<file path="src/rtl/watch_pkg.sv">
`default_nettype none
// ============================================================================
// Package  : watch_pkg
// Brief    : Shared entry-FSM encoding, digit position codes and digit limits.
// Revision : 1.0 - initial release
// ============================================================================
package watch_pkg;

  typedef enum logic [0:0] {
    ST_IDLE  = 1'b0,
    ST_ENTRY = 1'b1
  } entry_state_e;

  localparam logic [2:0] c_POS_H_TEN = 3'd0;
  localparam logic [2:0] c_POS_H_ONE = 3'd1;
  localparam logic [2:0] c_POS_M_TEN = 3'd2;
  localparam logic [2:0] c_POS_M_ONE = 3'd3;
  localparam logic [2:0] c_POS_S_TEN = 3'd4;
  localparam logic [2:0] c_POS_S_ONE = 3'd5;
  // Marks "all six digits taken"; the FSM spends one cycle here before IDLE.
  localparam logic [2:0] c_POS_DONE  = 3'd6;

  localparam logic [3:0] c_LIM_H_TEN     = 4'd2;
  localparam logic [3:0] c_LIM_H_ONE     = 4'd9;
  localparam logic [3:0] c_LIM_H_ONE_20S = 4'd3;
  localparam logic [3:0] c_LIM_MS_TEN    = 4'd5;
  localparam logic [3:0] c_LIM_MS_ONE    = 4'd9;

  function automatic logic [3:0] digit_limit(input logic [2:0] pos, input logic [3:0] h_ten);
    logic [3:0] lim;
    case (pos)
      c_POS_H_TEN:              lim = c_LIM_H_TEN;
      c_POS_H_ONE:              lim = (h_ten == 4'd2) ? c_LIM_H_ONE_20S : c_LIM_H_ONE;
      c_POS_M_TEN, c_POS_S_TEN: lim = c_LIM_MS_TEN;
      default:                  lim = c_LIM_MS_ONE;
    endcase
    return lim;
  endfunction

endpackage
`default_nettype wire

</file>
<file path="src/rtl/key_debounce.sv">
`default_nettype none
// ============================================================================
// Module   : key_debounce
// Brief    : 2-flop synchronizer plus whole-vector stability debounce counter.
// Revision : 1.0 - initial release
// ============================================================================
module key_debounce #(
  parameter int unsigned WIDTH        = 1,
  parameter int unsigned DEBOUNCE_CYC = 20
) (
  input  logic             clk,
  input  logic             rst,
  input  logic [WIDTH-1:0] raw_in,
  output logic [WIDTH-1:0] deb_out
);

  localparam int unsigned         c_CNT_W    = (DEBOUNCE_CYC > 2) ? $clog2(DEBOUNCE_CYC) : 1;
  localparam logic [c_CNT_W-1:0] c_CNT_LAST = c_CNT_W'(DEBOUNCE_CYC - 1);

  logic [WIDTH-1:0]   r_sync1;
  logic [WIDTH-1:0]   r_sync2;
  logic [WIDTH-1:0]   r_prev;
  logic [WIDTH-1:0]   r_deb;
  logic [c_CNT_W-1:0] r_cnt;

  // The cycle a change is seen already counts as the first stable cycle.
  always_ff @(posedge clk or posedge rst) begin
    if (rst) begin
      r_sync1 <= '0;
      r_sync2 <= '0;
      r_prev  <= '0;
      r_deb   <= '0;
      r_cnt   <= '0;
    end else begin
      r_sync1 <= raw_in;
      r_sync2 <= r_sync1;
      r_prev  <= r_sync2;
      if (r_sync2 != r_prev) begin
        r_cnt <= c_CNT_W'(1);
      end else if (r_cnt != c_CNT_LAST) begin
        r_cnt <= r_cnt + 1'b1;
      end else begin
        r_deb <= r_sync2;
      end
    end
  end

  assign deb_out = r_deb;

endmodule
`default_nettype wire

</file>
<file path="src/rtl/time_entry_ctrl.sv">
`default_nettype none
// ============================================================================
// Module   : time_entry_ctrl
// Brief    : Debounced keypad front end and HH:MM:SS digit-entry sequencer.
// Revision : 1.0 - initial release
// ============================================================================
module time_entry_ctrl
  import watch_pkg::*;
#(
  parameter int unsigned DEBOUNCE_CYC = 20,
  parameter int unsigned TIMEOUT_CYC  = 10000
) (
  input  logic       clk,
  input  logic       rst,
  input  logic [9:0] key_in,
  input  logic       set_key,
  output logic       set_time,
  output logic [3:0] digit_bcd,
  output logic [2:0] digit_pos,
  output logic       digit_valid,
  output logic       entry_busy,
  output logic       entry_err
);

  localparam int unsigned         c_TMO_W    = (TIMEOUT_CYC > 2) ? $clog2(TIMEOUT_CYC) : 1;
  localparam logic [c_TMO_W-1:0] c_TMO_LAST = c_TMO_W'(TIMEOUT_CYC - 1);

  logic [9:0]         w_key_deb;
  logic [0:0]         w_set_deb;
  logic [9:0]         r_key_prev;
  logic               r_set_prev;
  logic               w_key_press;
  logic               w_set_press;
  logic               w_multi;
  logic [3:0]         w_digit;

  entry_state_e       r_state,        w_state_nxt;
  logic [2:0]         r_pos,          w_pos_nxt;
  logic [3:0]         r_h_ten,        w_h_ten_nxt;
  logic [c_TMO_W-1:0] r_tmo,          w_tmo_nxt;
  logic               r_set_time,     w_set_time_nxt;
  logic [3:0]         r_digit_bcd,    w_bcd_nxt;
  logic [2:0]         r_digit_pos,    w_dpos_nxt;
  logic               r_digit_valid,  w_valid_nxt;
  logic               r_entry_err,    w_err_nxt;

  key_debounce #(.WIDTH(10), .DEBOUNCE_CYC(DEBOUNCE_CYC)) u_key_db (
    .clk     (clk),
    .rst     (rst),
    .raw_in  (key_in),
    .deb_out (w_key_deb)
  );

  key_debounce #(.WIDTH(1), .DEBOUNCE_CYC(DEBOUNCE_CYC)) u_set_db (
    .clk     (clk),
    .rst     (rst),
    .raw_in  (set_key),
    .deb_out (w_set_deb)
  );

  // A press is only the step away from all-released, so chords grown key by key count once.
  assign w_key_press = (r_key_prev == '0) && (w_key_deb != '0);
  assign w_set_press = w_set_deb[0] & ~r_set_prev;
  assign w_multi     = (w_key_deb & (w_key_deb - 10'd1)) != '0;

  always_comb begin
    w_digit = 4'd0;
    for (int i = 0; i < 10; i++) begin
      if (w_key_deb[i]) w_digit = 4'(i);
    end
  end

  always_comb begin
    w_state_nxt    = r_state;
    w_pos_nxt      = r_pos;
    w_h_ten_nxt    = r_h_ten;
    w_tmo_nxt      = r_tmo;
    w_set_time_nxt = 1'b0;
    w_valid_nxt    = 1'b0;
    w_err_nxt      = 1'b0;
    w_bcd_nxt      = r_digit_bcd;
    w_dpos_nxt     = r_digit_pos;
    case (r_state)
      ST_IDLE: begin
        if (w_set_press) begin
          w_set_time_nxt = 1'b1;
          w_pos_nxt      = c_POS_H_TEN;
          w_tmo_nxt      = '0;
          w_state_nxt    = ST_ENTRY;
        end
      end
      ST_ENTRY: begin
        if (w_set_press) begin
          w_set_time_nxt = 1'b1;
          w_pos_nxt      = c_POS_H_TEN;
          w_tmo_nxt      = '0;
        end else if (r_pos == c_POS_DONE) begin
          w_state_nxt = ST_IDLE;
        end else if (w_key_press) begin
          w_tmo_nxt = '0;
          if (w_multi) begin
            w_err_nxt = 1'b1;
          end else if (w_digit <= digit_limit(r_pos, r_h_ten)) begin
            w_valid_nxt = 1'b1;
            w_bcd_nxt   = w_digit;
            w_dpos_nxt  = r_pos;
            w_pos_nxt   = r_pos + 3'd1;
            if (r_pos == c_POS_H_TEN) w_h_ten_nxt = w_digit;
          end else begin
            w_err_nxt = 1'b1;
          end
        end else if (r_tmo == c_TMO_LAST) begin
          w_err_nxt   = 1'b1;
          w_state_nxt = ST_IDLE;
        end else begin
          w_tmo_nxt = r_tmo + 1'b1;
        end
      end
      default: w_state_nxt = ST_IDLE;
    endcase
  end

  always_ff @(posedge clk or posedge rst) begin
    if (rst) begin
      r_state       <= ST_IDLE;
      r_key_prev    <= '0;
      r_set_prev    <= 1'b0;
      r_pos         <= c_POS_H_TEN;
      r_h_ten       <= '0;
      r_tmo         <= '0;
      r_set_time    <= 1'b0;
      r_digit_bcd   <= '0;
      r_digit_pos   <= '0;
      r_digit_valid <= 1'b0;
      r_entry_err   <= 1'b0;
    end else begin
      r_state       <= w_state_nxt;
      r_key_prev    <= w_key_deb;
      r_set_prev    <= w_set_deb[0];
      r_pos         <= w_pos_nxt;
      r_h_ten       <= w_h_ten_nxt;
      r_tmo         <= w_tmo_nxt;
      r_set_time    <= w_set_time_nxt;
      r_digit_bcd   <= w_bcd_nxt;
      r_digit_pos   <= w_dpos_nxt;
      r_digit_valid <= w_valid_nxt;
      r_entry_err   <= w_err_nxt;
    end
  end

  assign set_time    = r_set_time;
  assign digit_bcd   = r_digit_bcd;
  assign digit_pos   = r_digit_pos;
  assign digit_valid = r_digit_valid;
  assign entry_err   = r_entry_err;
  assign entry_busy  = (r_state == ST_ENTRY);

endmodule
`default_nettype wire

</file>
<file path="config.mk">
export PLATFORM = sky130hd
export DESIGN_NAME = time_entry_ctrl
export DESIGN_NICKNAME = d
export VERILOG_FILES = /design/src/rtl/watch_pkg.sv /design/src/rtl/key_debounce.sv /design/src/rtl/time_entry_ctrl.sv
export SDC_FILE = /design/constraint.sdc
export NUM_CORES = 1
export LEC_CHECK = 0
export CORE_MARGIN = 2
export CORE_UTILIZATION = 50
export DETAILED_ROUTE_END_ITERATION = 8
export PLACE_DENSITY_LB_ADDON = 0.2
export SLEW_MARGIN = 5
export SYNTH_ARGS = -nofsm -noshare
export SYNTH_HDL_FRONTEND = slang
export SYNTH_SLANG_ARGS = --single-unit
</file>
<file path="constraint.sdc">
create_clock -name clk -period 8.02 [get_ports clk]
set_clock_uncertainty 0.2 [all_clocks]
set_input_delay 1.604 -clock clk [delete_from_list [all_inputs] [get_ports clk]]
set_output_delay 1.604 -clock clk [all_outputs]
set_load 0.01 [all_outputs]
</file>
==> results of run 1 <==
## metal layers
metal,up-vias,track usage [%],part of all wire [%]
met5,-,0,0
met3,11,5.38,3.6
met1,1212,24.4,48
li1,1197,-,-
met4,0,7.73,1.7
met2,35,26.4,47
## Yosys cell counts, types with 2 or more instances
cell type / number / area, sq um
sky130_fd_sc_hd__nand4_1: 4 / 25.0
sky130_fd_sc_hd__ha_1: 11 / 138
sky130_fd_sc_hd__xor2_1: 16 / 140
sky130_fd_sc_hd__o21ai_0: 10 / 50.1
sky130_fd_sc_hd__nand2_1: 16 / 60.1
sky130_fd_sc_hd__or3_1: 4 / 25.0
sky130_fd_sc_hd__nand2b_1: 5 / 31.3
sky130_fd_sc_hd__nor2_1: 24 / 90.1
sky130_fd_sc_hd__inv_1: 12 / 45.0
sky130_fd_sc_hd__mux2_1: 4 / 45.0
sky130_fd_sc_hd__nand3_1: 12 / 60.1
sky130_fd_sc_hd__dfrtp_1: 97 / 2430
sky130_fd_sc_hd__mux2i_1: 3 / 30.0
sky130_fd_sc_hd__a21oi_1: 19 / 95.1
sky130_fd_sc_hd__mux2_4: 7 / 105
sky130_fd_sc_hd__nor2b_1: 2 / 12.5
sky130_fd_sc_hd__and3_1: 3 / 18.8
sky130_fd_sc_hd__mux2_2: 12 / 135
sky130_fd_sc_hd__nor4b_1: 3 / 26.3
sky130_fd_sc_hd__or4_1: 6 / 45.0
sky130_fd_sc_hd__clkbuf_1: 5 / 18.8
sky130_fd_sc_hd__nor4_1: 5 / 31.3
sky130_fd_sc_hd__or4b_1: 2 / 20.0
sky130_fd_sc_hd__o21bai_1: 2 / 15.0
sky130_fd_sc_hd__or2_2: 3 / 18.8
sky130_fd_sc_hd__xnor2_1: 7 / 61.3
sky130_fd_sc_hd__a211o_1: 2 / 17.5
sky130_fd_sc_hd__o31ai_1: 4 / 30.0
sky130_fd_sc_hd__a211oi_1: 3 / 22.5
sky130_fd_sc_hd__o21ai_1: 2 / 10.0
## critical path: stages (launching register included)
cell	delay, ns
sky130_fd_sc_hd__dfrtp_1	0.39
sky130_fd_sc_hd__nor4b_1	0.45
sky130_fd_sc_hd__a21oi_1	0.12
sky130_fd_sc_hd__or2_2	0.29
sky130_fd_sc_hd__ha_1	0.29
sky130_fd_sc_hd__and3b_1	0.16
sky130_fd_sc_hd__a2111oi_0	0.40
sky130_fd_sc_hd__o2111ai_1	0.24
sky130_fd_sc_hd__or2_4	0.29
sky130_fd_sc_hd__nor3_4	0.54
sky130_fd_sc_hd__mux2_4	0.35
## cell usage in the layout (no fill, tap or decap), types with 2 or more instances in the layout
cell                              netlist  layout
sky130_fd_sc_hd__dfrtp_1               97      97
sky130_fd_sc_hd__nor2_1                24      24
sky130_fd_sc_hd__clkdlybuf4s50_1        0      23
sky130_fd_sc_hd__a21oi_1               19      19
sky130_fd_sc_hd__xor2_1                16      16
sky130_fd_sc_hd__nand2_1               16      16
sky130_fd_sc_hd__mux2_2                12      12
sky130_fd_sc_hd__nand3_1               12      12
sky130_fd_sc_hd__inv_1                 12      11
sky130_fd_sc_hd__ha_1                  11      11
sky130_fd_sc_hd__o21ai_0               10      10
sky130_fd_sc_hd__clkbuf_8               0       9
sky130_fd_sc_hd__xnor2_1                7       7
sky130_fd_sc_hd__mux2_4                 7       7
sky130_fd_sc_hd__or4_1                  6       6
sky130_fd_sc_hd__nor4_1                 5       5
sky130_fd_sc_hd__nand2b_1               5       5
sky130_fd_sc_hd__nand4_1                4       4
sky130_fd_sc_hd__or3_1                  4       4
sky130_fd_sc_hd__o31ai_1                4       4
sky130_fd_sc_hd__mux2_1                 4       4
sky130_fd_sc_hd__nor4b_1                3       3
sky130_fd_sc_hd__mux2i_1                3       3
sky130_fd_sc_hd__a211oi_1               3       3
sky130_fd_sc_hd__or2_2                  3       3
sky130_fd_sc_hd__and3_1                 3       3
sky130_fd_sc_hd__inv_8                  0       3
sky130_fd_sc_hd__o21bai_1               2       2
sky130_fd_sc_hd__nor2b_1                2       2
sky130_fd_sc_hd__o21ai_1                2       2
sky130_fd_sc_hd__a211o_1                2       2
sky130_fd_sc_hd__or4b_1                 2       2
sky130_fd_sc_hd__clkinv_8               0       2
## flip-flops by register name, indices dropped and copies added, names as in the netlist, 3 cells and up
| signal | count |
|---|---|
| u_key_db.deb_out | 10 |
| digit_pos | 3 |
| u_key_db.r_sync1 | 10 |
| u_set_db.r_cnt | 5 |
| digit_bcd | 4 |
| r_key_prev | 10 |
| u_key_db.r_prev | 10 |
| r_pos | 3 |
| r_h_ten | 4 |
| u_key_db.r_sync2 | 10 |
| u_key_db.r_cnt | 5 |
| r_tmo | 14 |
## layout make-up
type                    instances  area share [%]
clock buffers                   9            2.71
clock inverters                 7            1.81
repair buffers                 24            5.20
inverters                      12            1.01
flip-flops and latches         97            53.1
well taps                     102            2.79
multi-input cells             208            33.4
## power groups by stage
stage,registers [W],logic (W),clock network [W]
floorplan,0.000516,0.0000199,0
global placement,0.000518,0.0000306,0
detailed placement,0.000518,0.0000318,0
CTS,0.000509,0.0000319,0.000330
global route,0.000510,0.0000352,0.000351
finish,0.000509,0.0000307,0.000319
## through the flow
step / hold WS (ns) / cell area, sq um / util [%]
2_1_floorplan: 0.131 / 4030 / -
3_3_place_gp: 0.131 / 4370 / 56.2
3_5_place_dp: 0.136 / 4370 / 56.2
4_1_cts: 0.164 / 4570 / 58.9
5_1_grt: 0.167 / 4570 / 58.9
6_report: 0.160 / 4570 / 58.9
## cells by family (layout without fill, tap and decap cells)
kind of cell / Yosys count / in the layout
DFF: 97 / 97
adders and majority gates: 12 / 12
xor gates and xnor gates: 23 / 23
and+or+nand+nor: 99 / 99
muxes: 26 / 26
buffers and inverters: 19 / 52
AOI/OAI and AO/OA: 48 / 48
## final timing paths
check	from	end	slack, ns	cells after the start
setup / recovery	r_h_ten[0]$_DFFE_PP0P_	digit_bcd[2]$_DFFE_PP0P_	4.21	10
hold / removal	u_key_db.r_sync1[3]$_DFF_PP0_	u_key_db.r_sync2[3]$_DFF_PP0_	0.16	0
setup reg to reg	r_h_ten[0]$_DFFE_PP0P_	digit_bcd[2]$_DFFE_PP0P_	4.21	10
hold reg to reg	u_key_db.r_sync1[3]$_DFF_PP0_	u_key_db.r_sync2[3]$_DFF_PP0_	0.16	0
max in group asynchronous	rst	r_tmo[7]$_DFFE_PP0P_	5.07	3
min in group asynchronous	rst	u_key_db.r_prev[3]$_DFF_PP0_	1.29	2
==> results.md, run 1 <==
* Outcome: completed
* Count of synthesis-stage warnings from yosys at 0
* Worst setup slack before clock tree synthesis at 4.30 ns
* Max-capacitance violation count at 0
* TritonCTS Sinks at 97
* Share of total power consumed by net switching at 25.5%
* Post-synth EDFFs at 0
* Final Total Pwr at 0.000858 W
* Register share of total power at 59.3%
* Number of DRC violations after detailed-routing iteration 0 at 109
* Chip Width at 93.7 um
* Nets at 376
* Die area at 0.00879 sq mm
* Crit end category: flop
* Clk network pwr share at 37.2%
* Share of synthesized cell area in full adder, half adder and majority cells at 3.67%
* Normalized max-slew margin at 36.6%
* Clock buffer count from CTS at 9
* Number of placed cells counting well taps at 443
* Post-synthesis cell area at 0.00403 sq mm
* Setup slack after layout at 4.21 ns
* Wire length after detailed routing at 6760 um
* Setup tns final at 0 ns
* Final critical path time including I/O delays and setup at 3.81 ns
* DR vias at 2455
* Power Density at 188 mW/mm^2
* Syn_nets at 348
* Slew at the pin with the worst max-slew slack at 0.951 ns
* RSZ-0062 raised after global routing: false
* Number of buffers added for setup after CTS at 0
* Startpoint-to-endpoint class of the critical path: flop to flop
* Initial core utilization at 51.8%
* Vias/cell at 5.35
* Main combinational cell family by area after synthesis: simple AND/OR/NAND/NOR gates
* Simple-gate area share of the yosys netlist at 13.9%
* Post-CTS Resized at 0
* Prevailing post-synth register cell: sky130_fd_sc_hd__dfrtp_1
* Clock tree buffer depth at 2
* Data required time at the worst endpoint at 8.08 ns
* CP startpoint kind: flop
* Final Cycle Share at 47.5%
* # setup viols final at 0
* Post-synthesis sequential area ratio at 60.3%
* Total overflow reported by the global router at 0
* Row cnt at 32
* Post-synthesis average cell area at 12.4 sq um
* Synth unique cells at 49
* DRC violation count after routing at 0
* Hpwl dp at 4560 um
* Overall global routing resource usage at 17.8%
* First-pass GRT wire length at 11900 um
* Hold Violations, Final at 0
* Boundary pin count at 24
* DRT Pass-1 Iters at 4
* Clock slew at reported path FFs at 0.11 ns
* Reported leakage power at 2.07 nW
* Share of flip-flops with an asynchronous set or reset after synthesis at 100%
* Mux share of post-synthesis cell area at 7.83%
* # port buffers at 23
* Routability Congestion at 0.811
* Type of the most critical hold path: flop to flop
* Vias in the first global route at 2477
* Net Switching at 0.000219 W
* Core area at 0.00777 sq mm
* Max rail drop VDD at 0.000122 V
* Clock H-tree levels at 3
* Data arrival time of the critical path at 3.87 ns
* Final antenna diode count at 0
* Comb power frac at 3.6%
* Number of hold buffers added after CTS at 0
* Area used by multi-input combinational logic at 0.00153 sq mm
* Xor/xnor share of the synthesized area at 5.00%
* Initial antenna violation count at 0
* Fmax at 262 MHz
* Wirelength per Cell at 14.7 um
* Share of cells above drive strength 1 at 12.9%
* Area delta synth->final at 13.5%
* Area fraction in compound gates after synthesis at 7.49%
* Clock latency of the later-clocked register in the worst-skew pair at 0.38 ns
* Cell-internal power at 0.000640 W
* Worst Path Max Fanout at 8
* Detail Route Antenna Nets at 0
* Fillers at 652
* Root cell of the clock tree: sky130_fd_sc_hd__clkbuf_8
* Final Slew Violations at 0
* Area taken by flip-flops and latches at 0.00243 sq mm
* Die Y at 93.7 um
* CTS tree: done
* #FFs+latches synth at 97
* Synth Instances at 324
* Maximum number of pins on one net before global-route repair at 78
* Number of non-filler instances in the completed layout at 459
(Power assumes the default switching activity.)
==> run 2, diff against run 1 <==
==> constraint.sdc (replaced) <==
create_clock -name clk -period 3.7 [get_ports clk]
set_clock_uncertainty 0.2 [all_clocks]
set_input_delay 0.74 -clock clk [delete_from_list [all_inputs] [get_ports clk]]
set_output_delay 0.74 -clock clk [all_outputs]
set_load 0.01 [all_outputs]
==> results.md, run 2 (synthesis gave the netlist of run 1 again) <==
* Setup tns final at 0 ns
* Min-Delay Path Depth at 0
* Detail Route Antenna Nets at 0
* Flip-flop count of the largest register, all copies and words added at 14
* Maximum number of pins on one net before global-route repair at 36
* Worst reg2reg setup slack at 0.22 ns
* Routability Congestion at 0.791
* Core area at 0.00777 sq mm
* CTS tree: done
* Initial core utilization at 51.8%
* Outcome: completed
* Die Y at 93.7 um
* Row cnt at 32
* Max-capacitance violation count at 0
* Initial antenna violation count at 0
* Worst min-delay path endpoint: u_key_db.r_sync2[7]$_DFF_PP0_
* Final antenna diode count at 0
* # setup viols final at 0
* Startpoint of the worst hold path: u_key_db.r_sync1[7]$_DFF_PP0_
* Start of the worst register-to-register path: u_key_db.deb_out[8]$_DFFE_PP0P_
* Slew at the pin with the worst max-slew slack at 0.805 ns
* Clock slew at reported path FFs at 0.09 ns
* TritonCTS Sinks at 97
* DR vias at 2491
* Number of hold buffers added after CTS at 0
* Vias in the first global route at 2566
* Fmax at 287 MHz
* Normalized max-slew margin at 45.6%
* Overall global routing resource usage at 17.9%
* Total overflow reported by the global router at 0
* Hpwl dp at 4750 um
* Die area at 0.00879 sq mm
* Data arrival time of the critical path at 3.52 ns
* Max rail drop VDD at 0.000251 V
* Boundary pin count at 24
* Power Density at 393 mW/mm^2
* Chip Width at 93.7 um
* Root cell of the clock tree: sky130_fd_sc_hd__clkbuf_8
* Reported leakage power at 2.08 nW
* Slowest stage cell, crit path: sky130_fd_sc_hd__dfrtp_1
* Maximum cell stage delay along the critical path at 0.46 ns
* DRC violation count after routing at 0
* Final Cycle Share at 94.0%
* Final Slew Violations at 0
* Vias/cell at 5.38
* DRT Pass-1 Iters at 4
* Cells traversed along the worst timing path: or2_2, a21oi_1, ha_1, and3b_1, a2111oi_1, o2111ai_1, or2_4, nor3_4, buf_4, mux2_4
* Hold Violations, Final at 0
* Data required time at the worst endpoint at 3.74 ns
* # port buffers at 23
* Worst Path Max Fanout at 8
* Number of DRC violations after detailed-routing iteration 0 at 85
* Leading cell type in the layout, fill and taps excluded: sky130_fd_sc_hd__dfrtp_1
* Clock latency of the later-clocked register in the worst-skew pair at 0.36 ns
* End of the worst register-to-register path: digit_bcd[3]$_DFFE_PP0P_
* Top library cells by usage in the layout, fill and taps aside: sky130_fd_sc_hd__dfrtp_1 (97), sky130_fd_sc_hd__nor2_1 (24), sky130_fd_sc_hd__clkdlybuf4s50_1 (23)
* First-pass GRT wire length at 12200 um
* Clock tree buffer depth at 2
* Final critical path time including I/O delays and setup at 3.48 ns
* Clock H-tree levels at 3
* CP startpoint kind: flop
* Wire length after detailed routing at 6730 um
* Startpoint-to-endpoint class of the critical path: flop to flop
* Worst Hold Slack at 0.157 ns
* Kind of cell with the highest combined delay on the critical path: simple AND/OR/NAND/NOR gates
* Type of the most critical hold path: flop to flop
* Share of cells above drive strength 1 at 14.4%
* Register name with the most flops: r_tmo
* Clock buffer count from CTS at 9
* Crit end category: flop
* Number of cells on the worst reg-to-reg path at 10
* Area delta synth->final at 14.0%
* Wirelength per Cell at 14.5 um
* Count of buffer and inverter cells on the critical path at 1
* Nets at 380
==> run 2: worst max-delay path by stage <==
stage / from / end / slack [ns] / cells after the start
4_1_cts: u_key_db.deb_out[8]$_DFFE_PP0P_ / digit_bcd[3]$_DFFE_PP0P_ / 0.09 / 10
6_report: u_key_db.deb_out[8]$_DFFE_PP0P_ / digit_bcd[3]$_DFFE_PP0P_ / 0.22 / 10
5_1_grt: r_h_ten[0]$_DFFE_PP0P_ / digit_bcd[3]$_DFFE_PP0P_ / -0.0004 / 11
3_5_place_dp: u_key_db.deb_out[8]$_DFFE_PP0P_ / digit_pos[1]$_DFFE_PP0P_ / 0.18 / 10
2_1_floorplan: rst / digit_bcd[0]$_DFFE_PP0P_ / 0.23 / 1
3_3_place_gp: u_key_db.deb_out[8]$_DFFE_PP0P_ / digit_pos[0]$_DFFE_PP0P_ / 0.24 / 10
==> run 2: cell type report <==
type	count	area [sq um]
repair buffers	28	268
clock inverters	7	61.3
clock buffers	9	124
fillers	670	3180
multi-input cells	208	1540
flip-flops and latches	97	2430
inverters	12	46.3
well taps	102	128
==> run 2: power by group <==
| part | switching, W | internal (W) |
|---|---|---|
| clock | 0.000383 | 0.000256 |
| combinational | 0.0000357 | 0.0000305 |
| sequential | 0.0000170 | 0.00108 |
==> run 2: stage by stage <==
step	total power (W)	setup slack [ns]	cell area [sq um]	instances	util [%]
after global routing	0.00189	-0.000449	4590	463	59.1
after CTS	0.00183	0.0891	4580	463	59.0
after detailed placement	0.00119	0.180	4400	447	56.6
after floorplan	0.00116	0.226	4030	324	-
final	0.00181	0.220	4590	463	59.1
after global placement	0.00119	0.244	4400	447	56.6
==> run 2: timing repair <==
item | in CTS | in global routing
setup endpoints to repair | 0 | 11
buffers inserted | 0 | 0
gates resized for setup | 0 | 3
==> run 2: metal layers <==
layer	routed length [um]	vias up	track usage, %
met3	184	12	3.69
met2	3190	40	28.0
met1	3240	1235	24.7
li1	-	1204	-
met4	113	0	7.25
met5	0	-	0
